--- config.mk ---
export PLATFORM = sky130hd
export DESIGN_NAME = game_flow_controller
export DESIGN_NICKNAME = d
export VERILOG_FILES = /design/src/rtl/game_flow_controller.sv
export SDC_FILE = /design/constraint.sdc
export NUM_CORES = 1
export LEC_CHECK = 0
export ABC_AREA = 1
export CORE_MARGIN = 2
export CORE_UTILIZATION = 40
export DETAILED_ROUTE_END_ITERATION = 8
export PLACE_DENSITY = 0.63
export SETUP_SLACK_MARGIN = 0.5
export SLEW_MARGIN = 20
export SYNTH_ARGS = -nofsm -noshare
export SYNTH_HDL_FRONTEND = slang
export SYNTH_SLANG_ARGS = --single-unit
--- constraint.sdc ---
create_clock -name clk -period 2.8 [get_ports clk]
set_input_delay 0.56 -clock clk [delete_from_list [all_inputs] [get_ports clk]]
set_output_delay 0.56 -clock clk [all_outputs]
set_load 0.005 [all_outputs]
--- src/rtl/game_flow_controller.sv ---
// Game flow FSM for a frogger-style game: it sequences idle, play, level-up pause,
// death pause and game over, and drives the respawn, level and freeze strobes.
module game_flow_controller #(
  parameter int START_LIVES = 3,
  parameter int PAUSE_TICKS = 30
) (
  input  logic       clk,
  input  logic       reset,
  input  logic       tick,
  input  logic       start_btn,
  input  logic       frog_at_top,
  input  logic       frog_hit,
  output logic [1:0] lives,
  output logic [2:0] state,
  output logic       level_up,
  output logic       reset_level,
  output logic       frog_reset,
  output logic       freeze,
  output logic       game_over
);

  typedef enum logic [2:0] {
    S_IDLE      = 3'd0,
    S_PLAY      = 3'd1,
    S_LEVEL_UP  = 3'd2,
    S_DEATH     = 3'd3,
    S_GAME_OVER = 3'd4
  } state_t;

  localparam logic [1:0] LIVES_INIT = 2'(START_LIVES);
  // The pause ends on the tick that would bring the count up to PAUSE_TICKS.
  localparam logic [7:0] PAUSE_LAST = 8'(PAUSE_TICKS - 1);

  state_t     cur, nxt;
  logic       start_q, top_q;
  logic       start_rise, top_rise;
  logic [7:0] pause_cnt, cnt_nxt;
  logic [1:0] lives_nxt;
  logic       level_up_nxt, reset_level_nxt, frog_reset_nxt;
  logic       pause_done;

  assign start_rise = start_btn & ~start_q;
  assign top_rise   = frog_at_top & ~top_q;
  assign pause_done = tick && (pause_cnt == PAUSE_LAST);
  assign state      = cur;

  always_comb begin
    // NOTE: every output of this block gets a default first, so no path can infer a latch.
    nxt             = cur;
    lives_nxt       = lives;
    cnt_nxt         = pause_cnt;
    level_up_nxt    = 1'b0;
    reset_level_nxt = 1'b0;
    frog_reset_nxt  = 1'b0;
    unique case (cur)
      S_IDLE: begin
        lives_nxt = LIVES_INIT;
        cnt_nxt   = '0;
        if (start_rise) begin
          nxt             = S_PLAY;
          reset_level_nxt = 1'b1;
          frog_reset_nxt  = 1'b1;
        end
      end
      S_PLAY: begin
        cnt_nxt = '0;
        if (frog_hit) begin
          nxt       = S_DEATH;
          lives_nxt = (lives == 2'd0) ? 2'd0 : lives - 2'd1;
        end else if (top_rise) begin
          nxt          = S_LEVEL_UP;
          level_up_nxt = 1'b1;
        end
      end
      S_LEVEL_UP: begin
        if (pause_done) begin
          nxt            = S_PLAY;
          frog_reset_nxt = 1'b1;
          cnt_nxt        = '0;
        end else if (tick) begin
          cnt_nxt = pause_cnt + 8'd1;
        end
      end
      S_DEATH: begin
        if (pause_done) begin
          cnt_nxt = '0;
          if (lives == 2'd0) begin
            nxt = S_GAME_OVER;
          end else begin
            nxt            = S_PLAY;
            frog_reset_nxt = 1'b1;
          end
        end else if (tick) begin
          cnt_nxt = pause_cnt + 8'd1;
        end
      end
      S_GAME_OVER: begin
        cnt_nxt = '0;
        if (start_rise) begin
          nxt             = S_PLAY;
          lives_nxt       = LIVES_INIT;
          reset_level_nxt = 1'b1;
          frog_reset_nxt  = 1'b1;
        end
      end
      default: begin
        nxt       = S_IDLE;
        lives_nxt = LIVES_INIT;
        cnt_nxt   = '0;
      end
    endcase
  end

  always_ff @(posedge clk) begin
    // NOTE: state registers use non-blocking assignments so every flop samples pre-edge values.
    if (reset) begin
      cur         <= S_IDLE;
      lives       <= LIVES_INIT;
      pause_cnt   <= '0;
      start_q     <= 1'b0;
      top_q       <= 1'b0;
      level_up    <= 1'b0;
      reset_level <= 1'b0;
      frog_reset  <= 1'b0;
      freeze      <= 1'b1;
      game_over   <= 1'b0;
    end else begin
      cur         <= nxt;
      lives       <= lives_nxt;
      pause_cnt   <= cnt_nxt;
      start_q     <= start_btn;
      top_q       <= frog_at_top;
      level_up    <= level_up_nxt;
      reset_level <= reset_level_nxt;
      frog_reset  <= frog_reset_nxt;
      freeze      <= (nxt != S_PLAY);
      game_over   <= (nxt == S_GAME_OVER);
    end
  end

endmodule

# Word-level counts from Yosys, hierarchy flattened
# Cells that the tools add are included.
# W data, S select, Z words.
# totals
ff_bits	20
latchBits	0
ram_bits	0
romBits	0
output_inout_bits	10
elab_cells	54
n_memories	0
# classes
addsub	2
mul	0
n_div	0
n_lt_le_gt_ge	0
eq_ne	9
shift	0
n_mux	17
n_bitwise	7
n_reduce_logical	9
# op_table
cell	n
$mux W3	6
$pmux W3 S4	1
$add A8 B1 Y8 const B	1
$eq A8 B5 Y1 const B	1
$eq A3 B2 Y1 const B	2
$eq A3 B3 Y1 const B	2
$mux W2	3
$pmux W2 S3	1
$reduce_or A2 Y1	3
$reduce_or A3 Y1	2
$mux W1	5
$not A1 Y1	5
$ne A2 B2 Y1 const B	2
$eq A3 B1 Y1 const B	1
$logic_not A3 Y1	1
$ne A3 B1 Y1 const B	1
$pmux W1 S3	1
$reduce_and A3 Y1	1
$and A1 B1 Y1	2
$logic_not A2 Y1	1
$sub A2 B1 Y2 const B	1
$logic_and A1 B1 Y1	1

# Depth between registers and ports, before layout
# Gate-level depths: netlist of run 1.
# depth
depth_word	6
depth_mapped	10

# Least setup slack after synthesis of run 1
# No wires, ideal clock.
# synth_path
path_kind	input -> register
from	input tick
to	register freeze
setup_ns	0.125
arrival_ns	1.197
required_time_ns	2.675
slack_ns	1.478
cell_stages	8
cell_sequence	buf_4 nand2_1 nor2_4 nand3_1 nand2_1 nor2_1 nand2_1 nand3_1
# synth_via
elab_chain_cells	4
word_cells_on_any_way	5
cone_classes	eq/ne (1); mux (3); reduce/logical (1)
# synth_rtl
item	line	source
from (decl)	9	input logic tick,
$logic_and A1 B1 Y1 (*)	44	assign pause_done = tick && (pause_cnt == PAUSE_LAST);
$mux W3, on equally long branches	85, 76	
$pmux W3 S4 (*)	55	unique case (cur)
$ne A3 B1 Y1 (*)	136	freeze <= (nxt != S_PLAY);
to (signal assigned)	136	
to (decl)	18	output logic freeze,
# Every way passes the cells marked *; elsewhere a longest branch is shown, timed or not.
# A chain may end at the register's enable or synchronous reset.

# Worst setup path in the final report of run 1
# layout_path
from	register cur[1] (netlist: state[1])
to	output state[1]
# layout_lines
item	line	source
from (decl)	34	state_t cur, nxt;
from (signal assigned)	128	cur <= nxt;
to (decl)	14	output logic [2:0] state,
# No word-level cell between the ends.

==> results.json, run 1 <==
{
  "run_status": "completed",
  "worstPathArrival_ps": 1400,
  "clock_skew_ps": 1.74,
  "synth-seq-area-share": 0.404,
  "synth_top_family_by_area": "simple AND/OR/NAND/NOR gates",
  "timing.final.crit_share": 0.701,
  "worstSetupPathDepth": 1,
  "grt_first_pass_wirelength_um": 2900,
  "remaining_drc_errors": 0,
  "totalWireLength_um": 1710,
  "postCtsSetupBuffers": 0,
  "crit_fanout": 7,
  "hp-class": "reg -> reg",
  "maximum_number_of_pins_on_one_net_before_global_route_repair": 11,
  "hold_slack_ps": 480,
  "timing.final.setup_violations": 0,
  "synth_warnings": 0,
  "hold_violations": 0,
  "layout-drive-gt1-share": 0.197,
  "hold_start": "pause_cnt[7]",
  "fillerInstances": 229,
  "grt_pass1_vias": 685,
  "synthCells": 126,
  "firstDrtPassIters": 5,
  "setup.worst_path.start_class": "flip-flop",
  "worst_r2r_startpoint": "pause_cnt[0]",
  "post_synth_mux_area_share": 0.0101,
  "max-clock-path-buffers": 2,
  "fp.coreArea_sq_mm": 0.00241,
  "hold-path-endpoint": "pause_cnt[7]",
  "cts.reportedPaths.clkPinSlew_ps": 110,
  "peakVddDrop_uv": 273,
  "synth_cell_type_count": 27,
  "die_width_um": 53.8,
  "power_density_mw_per_mm2": 443,
  "place.gp.congestion": 0.787,
  "areaGrowthSynthToFinish_pct": 19.3,
  "starting_utilization_of_the_core_area": 0.412,
  "critical-path-max-stage-delay_ps": 580,
  "mappedNetlistArea_sq_um": 992,
  "timing.final.ws_setup_ps": 837,
  "netlist.area_leader.share": 0.404,
  "timing.critical_path.cells": "clkdlybuf4s50_1",
  "synth-xor-area-share": 0,
  "criticalPathCategory": "reg -> out",
  "maxCapViolCount": 0,
  "synth_seq_cells": 20,
  "reg2regPathDepth": 8,
  "layout_common_cells": "sky130_fd_sc_hd__nand2_1 (24), sky130_fd_sc_hd__dfxtp_1 (20), sky130_fd_sc_hd__nor2_1 (17)",
  "standard_cell_rows": 18,
  "grtUsageTotal": 0.141,
  "place.detailed.instances": 169,
  "fmaxAchievable_ghz": 0.510,
  "portBuffers": 15,
  "clock_latency_ps": 290,
  "finalMaxSlewViolations": 0,
  "count_of_nets_after_finishing": 152,
  "dp.final_hpwl_um": 1350,
  "setup_repair_after_global_routing_missed_its_margin": "no",
  "yosysTopAreaCell": "sky130_fd_sc_hd__dfxtp_1",
  "min_delay_path_depth": 2,
  "slew_headroom": 0.779,
  "die-area_sq_mm": 0.00289,
  "clock_sink_count": 20,
  "cts-resized-gates": 0,
  "total_power_w": 0.000525,
  "numCtsBuffers": 3,
  "synth_simple_gate_area_frac": 0.415,
  "timing.reg2reg.setup_slack_ps": 1520,
  "cts_hold_buf": 0,
  "stdcell_count": 172,
  "dieHeight_um": 53.8,
  "ant_nets": 0,
  "critPathBufInv": 1,
  "avgViaCountPerCell": 4.72,
  "grt_overflow": 0,
  "ctsRootBufferMaster": "sky130_fd_sc_hd__clkbuf_4",
  "layout_commonest_cell": "sky130_fd_sc_hd__nand2_1",
  "dr_total_vias": 811,
  "critical_path.slowest_cell": "sky130_fd_sc_hd__clkdlybuf4s50_1",
  "tritoncts": "yes",
  "crit_family": "buffers and inverters",
  "synth_nets": 134,
  "syn_area_per_cell_sq_um": 7.87,
  "detail_route.wl_per_cell_um": 9.93,
  "end_kind": "output pin",
  "leakage_nw": 0.493,
  "grt_antenna_before_repair": 0,
  "n_antenna_cell": 0,
  "r2r_end": "freeze",
  "synth-adder-area-share": 0.0252,
  "top_post_synthesis_cells_by_area": "sky130_fd_sc_hd__dfxtp_1 (40%), sky130_fd_sc_hd__nand2_1 (9.1%), sky130_fd_sc_hd__nor2_1 (6.4%)",
  "synth_compound_area_frac": 0.0631,
  "timing.critical_path.required_ps": 2240,
  "finalSetupTns_ps": 0,
  "io_pins": 16,
  "dp_worst_setup_slack_ps": 860,
  "finalCriticalPeriod_ps": 1960,
  "dr.first_iter.drc_count": 10,
  "worst-slew-pin-transition_ps": 330,
  "htree_levels": 1
}
## logic make-up (layout without fill, tap and decap cells)
kind of cell,count (synthesis),in the layout
simple gates,73,73
flops,20,20
buf+inv,19,35
compound gates,11,11
fa+ha+maj,2,2
mux,1,1
## state kept, by name (all words and copies together) (netlist names)
signal and flops:
start_q 1, game_over 1, lives 2, freeze 1
reset_level 1, pause_cnt 8, frog_reset 1, state 3
top_q 1, level_up 1
## cells in the mapped netlist (all sizes together)
cell type	number
ha	2
clkinv	1
o21ai	2
inv	16
a31oi	1
and3	1
nor2	25
nand3	9
a21oi	7
nand2	29
mux2i	1
dfxtp	20
nand4	3
buf	2
nor3b	4
o211ai	1
nor3	2
## per-layer routing
metal	global-route usage	part of all wire	routed length, um
met5	0	0	0
met4	0.0641	0.013	23
met3	0.0389	0.040	68
met2	0.220	0.46	789
met1	0.179	0.48	827
## per-stage QoR
stage | util | cell area (sq um)
after CTS | 0.491 | 1180
after detailed placement | 0.482 | 1160
after floorplan | - | 992
after global routing | 0.491 | 1180
after global placement | 0.482 | 1160
final | 0.491 | 1180
## tightest hold or removal path: stages, from the launching register on
cell and delay (ps):
sky130_fd_sc_hd__dfxtp_1 320, sky130_fd_sc_hd__o21ai_0 70, sky130_fd_sc_hd__a21oi_1 60
## worst max-delay path by stage
stage	slack (ps)	start	end
after global placement	890	tick	freeze
after CTS	810	state[1]	state[1]
after floorplan	1480	tick	freeze
after global routing	750	state[1]	state[1]
after detailed placement	860	tick	freeze
final	840	state[1]	state[1]
## layout make-up
cell class                 instances  area (sq um)  area share
clock buffer                       3          22.5      0.0190
tap                               30          37.5      0.0317
sequential                        20           400       0.338
timing repair buffer              15           150       0.127
multi-input combinational         87           509       0.430
inverter                          17          63.8      0.0539
## power by group
| group | switching [W] | internal (W) | leakage, nW | total (W) |
|---|---|---|---|---|
| registers | 0.0000106 | 0.000296 | 0.163 | 0.000307 |
| logic | 0.0000419 | 0.0000405 | 0.316 | 0.0000824 |
| clock network | 0.0000853 | 0.0000501 | 0.0138 | 0.000135 |
Note: power is estimated with default switching activity, not from simulation.
==> run 2: changes to the inputs <==
--- a/config.mk
+++ b/config.mk
@@ -9,7 +9,7 @@
 export CORE_MARGIN = 2
 export CORE_UTILIZATION = 40
 export DETAILED_ROUTE_END_ITERATION = 8
-export PLACE_DENSITY = 0.63
+export PLACE_DENSITY = 0.65
 export SETUP_SLACK_MARGIN = 0.5
 export SLEW_MARGIN = 20
 export SYNTH_ARGS = -nofsm -noshare
==> constraint.sdc (replaced) <==
create_clock -name clk -period 1.8 [get_ports clk]
set_input_delay 0.36 -clock clk [delete_from_list [all_inputs] [get_ports clk]]
set_output_delay 0.36 -clock clk [all_outputs]
set_load 0.005 [all_outputs]
==> results.json, run 2 (synthesized netlist as in run 1, its figures left out) <==
{
  "run_status": "completed",
  "crit_fanout": 2,
  "timing.critical_path.cells": "dlygate4sd2_1",
  "firstDrtPassIters": 4,
  "starting_utilization_of_the_core_area": 0.412,
  "count_of_nets_after_finishing": 161,
  "hp-class": "reg -> reg",
  "die_width_um": 53.8,
  "grt_first_pass_wirelength_um": 3240,
  "dr_total_vias": 877,
  "worst-slew-pin-transition_ps": 293,
  "layout_common_cells": "sky130_fd_sc_hd__nand2_1 (22), sky130_fd_sc_hd__nor2_1 (15), sky130_fd_sc_hd__dfxtp_1 (13)",
  "timing.reg2reg.setup_slack_ps": 590,
  "criticalPathCategory": "reg -> out",
  "grt_pass1_vias": 799,
  "crit_family": "flip-flops",
  "setup_repair_after_global_routing_missed_its_margin": "yes",
  "fmaxAchievable_ghz": 0.801,
  "grt_overflow": 0,
  "grt_antenna_before_repair": 0,
  "end_kind": "output pin",
  "timing.critical_path.required_ps": 1440,
  "number_of_flip_flops_under_the_largest_register_name": 8,
  "ctsRootBufferMaster": "sky130_fd_sc_hd__clkbuf_4",
  "detail_route.wl_per_cell_um": 11.2,
  "areaGrowthSynthToFinish_pct": 33.9,
  "clock_skew_ps": 3.77,
  "timing.final.setup_violations": 0,
  "max-clock-path-buffers": 2,
  "maximum_number_of_pins_on_one_net_before_global_route_repair": 12,
  "ant_nets": 0,
  "maxCapViolCount": 0,
  "io_pins": 16,
  "cts.reportedPaths.clkPinSlew_ps": 110,
  "critical_path.slowest_cell": "sky130_fd_sc_hd__dfxtp_2",
  "die-area_sq_mm": 0.00289,
  "fillerInstances": 242,
  "numCtsBuffers": 3,
  "dieHeight_um": 53.8,
  "hold_violations": 0,
  "avgViaCountPerCell": 4.82,
  "place.gp.congestion": 0.836,
  "dr.first_iter.drc_count": 14,
  "largest_register": "pause_cnt",
  "peakVddDrop_uv": 398,
  "timing.final.crit_share": 0.693,
  "layout-drive-gt1-share": 0.362,
  "n_antenna_cell": 0,
  "layout_commonest_cell": "sky130_fd_sc_hd__nand2_1",
  "worstPathArrival_ps": 890,
  "leakage_nw": 0.572,
  "clock_latency_ps": 300,
  "power_density_mw_per_mm2": 666,
  "critical-path-max-stage-delay_ps": 340,
  "finalMaxSlewViolations": 0,
  "grtUsageTotal": 0.158,
  "fp.coreArea_sq_mm": 0.00241,
  "slew_headroom": 0.804,
  "finalCriticalPeriod_ps": 1250,
  "setup.worst_path.start_class": "flip-flop",
  "remaining_drc_errors": 0,
  "stdcell_count": 182,
  "tritoncts": "yes",
  "finalSetupTns_ps": 0,
  "portBuffers": 15,
  "critPathBufInv": 1,
  "standard_cell_rows": 18,
  "place.detailed.instances": 172,
  "timing.final.ws_setup_ps": 552,
  "cts_hold_buf": 0,
  "totalWireLength_um": 2030,
  "dp.final_hpwl_um": 1440,
  "clock_sink_count": 20,
  "dp_worst_setup_slack_ps": 111,
  "htree_levels": 1
}
-- run 2: timing repair --
action | 4_1_cts | 5_1_grt
endpoints found under the setup margin | 16 | 17
gates cloned | 0 | 0
resized for setup | 18 | 21
pin swaps | 0 | 6
setup buffers | 4 | 2
-- run 2: layout make-up --
class                      instances  area (sq um)  area share
tap                               30          37.5      0.0282
sequential                        20           417       0.314
clock buffer                       4          36.3      0.0273
timing repair buffer              24           206       0.155
multi-input combinational         87           563       0.424
inverter                          17          68.8      0.0518
-- run 2: final timing paths --
check | cells past startpoint | endpoint | start
worst max-delay path | 1 | lives[1] | lives[1]
worst min-delay path | 2 | pause_cnt[6] | pause_cnt[6]
worst max register to register | 9 | freeze | state[2]
worst min register to register | 2 | pause_cnt[6] | pause_cnt[6]
-- run 2: per-stage QoR --
step	hold slack, ps	area [sq um]	utilization	total power [W]
finish	491	1330	0.551	0.000886
global route	521	1330	0.551	0.000933
CTS	485	1250	0.518	0.000887
detailed placement	467	1180	0.491	0.000624
global placement	462	1180	0.491	0.000621
floorplan	450	992	-	0.000563
-- run 2: routing by layer --
layer | wire, um | GRT usage | up-vias
li1 | - | - | 449
met1 | 831 | 0.168 | 407
met2 | 1070 | 0.268 | 14
met3 | 65 | 0.0333 | 7
met4 | 65 | 0.124 | 0
met5 | 0 | 0 | -
-- run 2: report_power, final --
group | switching, W | total, W | internal, W | leakage, nW
sequential | 0.00000827 | 0.000468 | 0.000460 | 0.165
clock | 0.000139 | 0.000263 | 0.000124 | 0.0210
combinational | 0.0000848 | 0.000155 | 0.0000700 | 0.386
total | 0.000232 | 0.000886 | 0.000653 | 0.572
==> run 3: changes to the inputs <==
--- a/config.mk
+++ b/config.mk
@@ -9,7 +9,7 @@
 export CORE_MARGIN = 2
 export CORE_UTILIZATION = 40
 export DETAILED_ROUTE_END_ITERATION = 8
-export PLACE_DENSITY = 0.65
+export PLACE_DENSITY = 0.63
 export SETUP_SLACK_MARGIN = 0.5
 export SLEW_MARGIN = 20
 export SYNTH_ARGS = -nofsm -noshare
==> constraint.sdc (replaced) <==
create_clock -name clk -period 1.2 [get_ports clk]
set_input_delay 0.24 -clock clk [delete_from_list [all_inputs] [get_ports clk]]
set_output_delay 0.24 -clock clk [all_outputs]
set_load 0.005 [all_outputs]
==> results.json, run 3 (synthesized netlist as in run 1, its figures left out) <==
{
  "power_density_mw_per_mm2": 928,
  "dr.first_iter.drc_count": 12,
  "ctsRootBufferMaster": "sky130_fd_sc_hd__clkbuf_4",
  "totalWireLength_um": 2290,
  "internal_power_w": 0.000957,
  "final_core_utilization": 0.598,
  "fp.coreArea_sq_mm": 0.00241,
  "run_status": "complete, but fails checks",
  "grt_first_pass_wirelength_um": 3580,
  "timing.final.ws_setup_ps": -4.57,
  "tritoncts": "yes",
  "share_comb_of_total_power": 0.220,
  "number_of_flip_flops_under_the_largest_register_name": 8,
  "layout_commonest_cell": "sky130_fd_sc_hd__nand2_1",
  "power_frac_clock": 0.252,
  "timing.critical_path.cells": "inv_4, ha_4, nand2_4, nor2_4, nand2_4, nand4_4, nor3b_2",
  "detail_route.wl_per_cell_um": 12.0,
  "worstPathArrival_ps": 1440,
  "htree_levels": 1,
  "remaining_drc_errors": 0,
  "violated_checks": "negative setup slack",
  "die_width_um": 53.8,
  "end_kind": "flip-flop",
  "areaGrowthSynthToFinish_pct": 45.1,
  "critical-path-max-stage-delay_ps": 400,
  "max-clock-path-buffers": 2,
  "grt_pass1_vias": 882,
  "largest_register": "pause_cnt",
  "dieHeight_um": 53.8,
  "cts.reportedPaths.clkPinSlew_ps": 120,
  "maximum_number_of_pins_on_one_net_before_global_route_repair": 12,
  "maxCapViolCount": 0,
  "timing.final.crit_share": 1.00,
  "place.gp.congestion": 0.722,
  "reg2regPathDepth": 7,
  "criticalPathCategory": "reg -> reg",
  "standard_cell_rows": 18,
  "worst-slew-pin-transition_ps": 267,
  "count_of_nets_after_finishing": 170,
  "total_length_of_routed_met3_wires_um": 54,
  "io_pins": 16,
  "cts_hold_buf": 0,
  "numCtsBuffers": 3,
  "n_antenna_cell": 0,
  "timing.final.setup_violations": 2,
  "grtUsageTotal": 0.170,
  "fmaxAchievable_ghz": 0.830,
  "hp-class": "in -> reg",
  "layout_common_cells": "sky130_fd_sc_hd__nand2_1 (20), sky130_fd_sc_hd__nor2_1 (16), sky130_fd_sc_hd__buf_4 (13)",
  "timing.reg2reg.setup_slack_ps": -5,
  "critical_path.slowest_cell": "sky130_fd_sc_hd__dfxtp_4",
  "avgViaCountPerCell": 4.78,
  "clock_skew_ps": 12.3,
  "setup.worst_path.start_class": "flip-flop",
  "critPathMostFrequentCell": "sky130_fd_sc_hd__nand2_4",
  "met2_length_um": 1230,
  "netSwitchingPower_w": 0.000379,
  "timing.critical_path.required_ps": 1430,
  "die-area_sq_mm": 0.00289,
  "slew_headroom": 0.822,
  "portBuffers": 15,
  "finalCriticalPeriod_ps": 1200,
  "clock_sink_count": 20,
  "peakVddDrop_uv": 704,
  "starting_utilization_of_the_core_area": 0.412,
  "setup_repair_after_global_routing_missed_its_margin": "yes",
  "grt_antenna_before_repair": 0,
  "clock_latency_ps": 310,
  "switching_share": 0.284,
  "grt_overflow": 0,
  "dr_total_vias": 913,
  "top_layer": "met4",
  "dp.final_hpwl_um": 1550,
  "finalMaxSlewViolations": 0,
  "leakage_nw": 0.616,
  "layout-drive-gt1-share": 0.503,
  "firstDrtPassIters": 4,
  "length_of_routed_wiring_on_met1_um": 1000,
  "hold_slack_ps": 373,
  "seqPwrFrac": 0.528,
  "hold_violations": 0,
  "ant_nets": 0,
  "min_delay_path_depth": 3,
  "crit_fanout": 8
}
-- run 3: metal layers --
| layer | vias up | global-route usage |
|---|---|---|
| li1 | 470 | - |
| met1 | 432 | 0.210 |
| met2 | 9 | 0.289 |
| met3 | 2 | 0.0250 |
| met4 | 0 | 0.0812 |
| met5 | - | 0 |
-- run 3: cell type report --
type | instances | area [sq um]
flip-flops and latches | 20 | 425
multi-input cells | 87 | 594
repair buffers | 33 | 283
clock buffers | 3 | 22.5
fillers | 220 | 970
well taps | 30 | 37.5
inverters | 17 | 73.8
clock inverters | 1 | 3.75
-- run 3: per-stage QoR --
stage                     TNS (ps)  power (W)  area, sq um  setup slack [ps]  std cells
final                        -8.90    0.00134         1440             -4.57        191
after global routing          -611    0.00141         1440             -78.6        191
after CTS                    -32.1    0.00130         1370             -16.6        188
after detailed placement     -4370   0.000949         1250              -357        176
after global placement       -3810   0.000945         1250              -310        176
after floorplan                  0   0.000852         1030               121        126
-- run 3: worst paths after layout --
path / startpoint / endpoint
worst max-delay path: pause_cnt[1] / pause_cnt[4]
worst min-delay path: reset / state[2]
worst min register to register: pause_cnt[7] / pause_cnt[7]
worst max register to register: pause_cnt[1] / pause_cnt[4]
-- run 3: power groups by stage --
stage	registers, W	logic (W)	clock network (W)
final	0.000706	0.000294	0.000336
after global placement	0.000731	0.000214	0
after global routing	0.000709	0.000324	0.000373
after floorplan	0.000732	0.000120	0
after detailed placement	0.000730	0.000219	0
after CTS	0.000703	0.000253	0.000346
-- run 3: worst max-delay path: cells and delay by family (launching register included) --
kind          cells  cell delay, ps
flops             1             400
simple gates      5             550
fa+ha+maj         1             150
buf+inv           1              40
-- run 3: what timing repair did --
| item | in CTS | in global routing |
|---|---|---|
| hold endpoints to repair | 0 | 0 |
| endpoints found under the setup margin | 30 | 29 |
| gates cloned | 0 | 0 |
| pin swaps | 9 | 10 |
| resized for setup | 66 | 16 |
| buffers inserted | 8 | 3 |
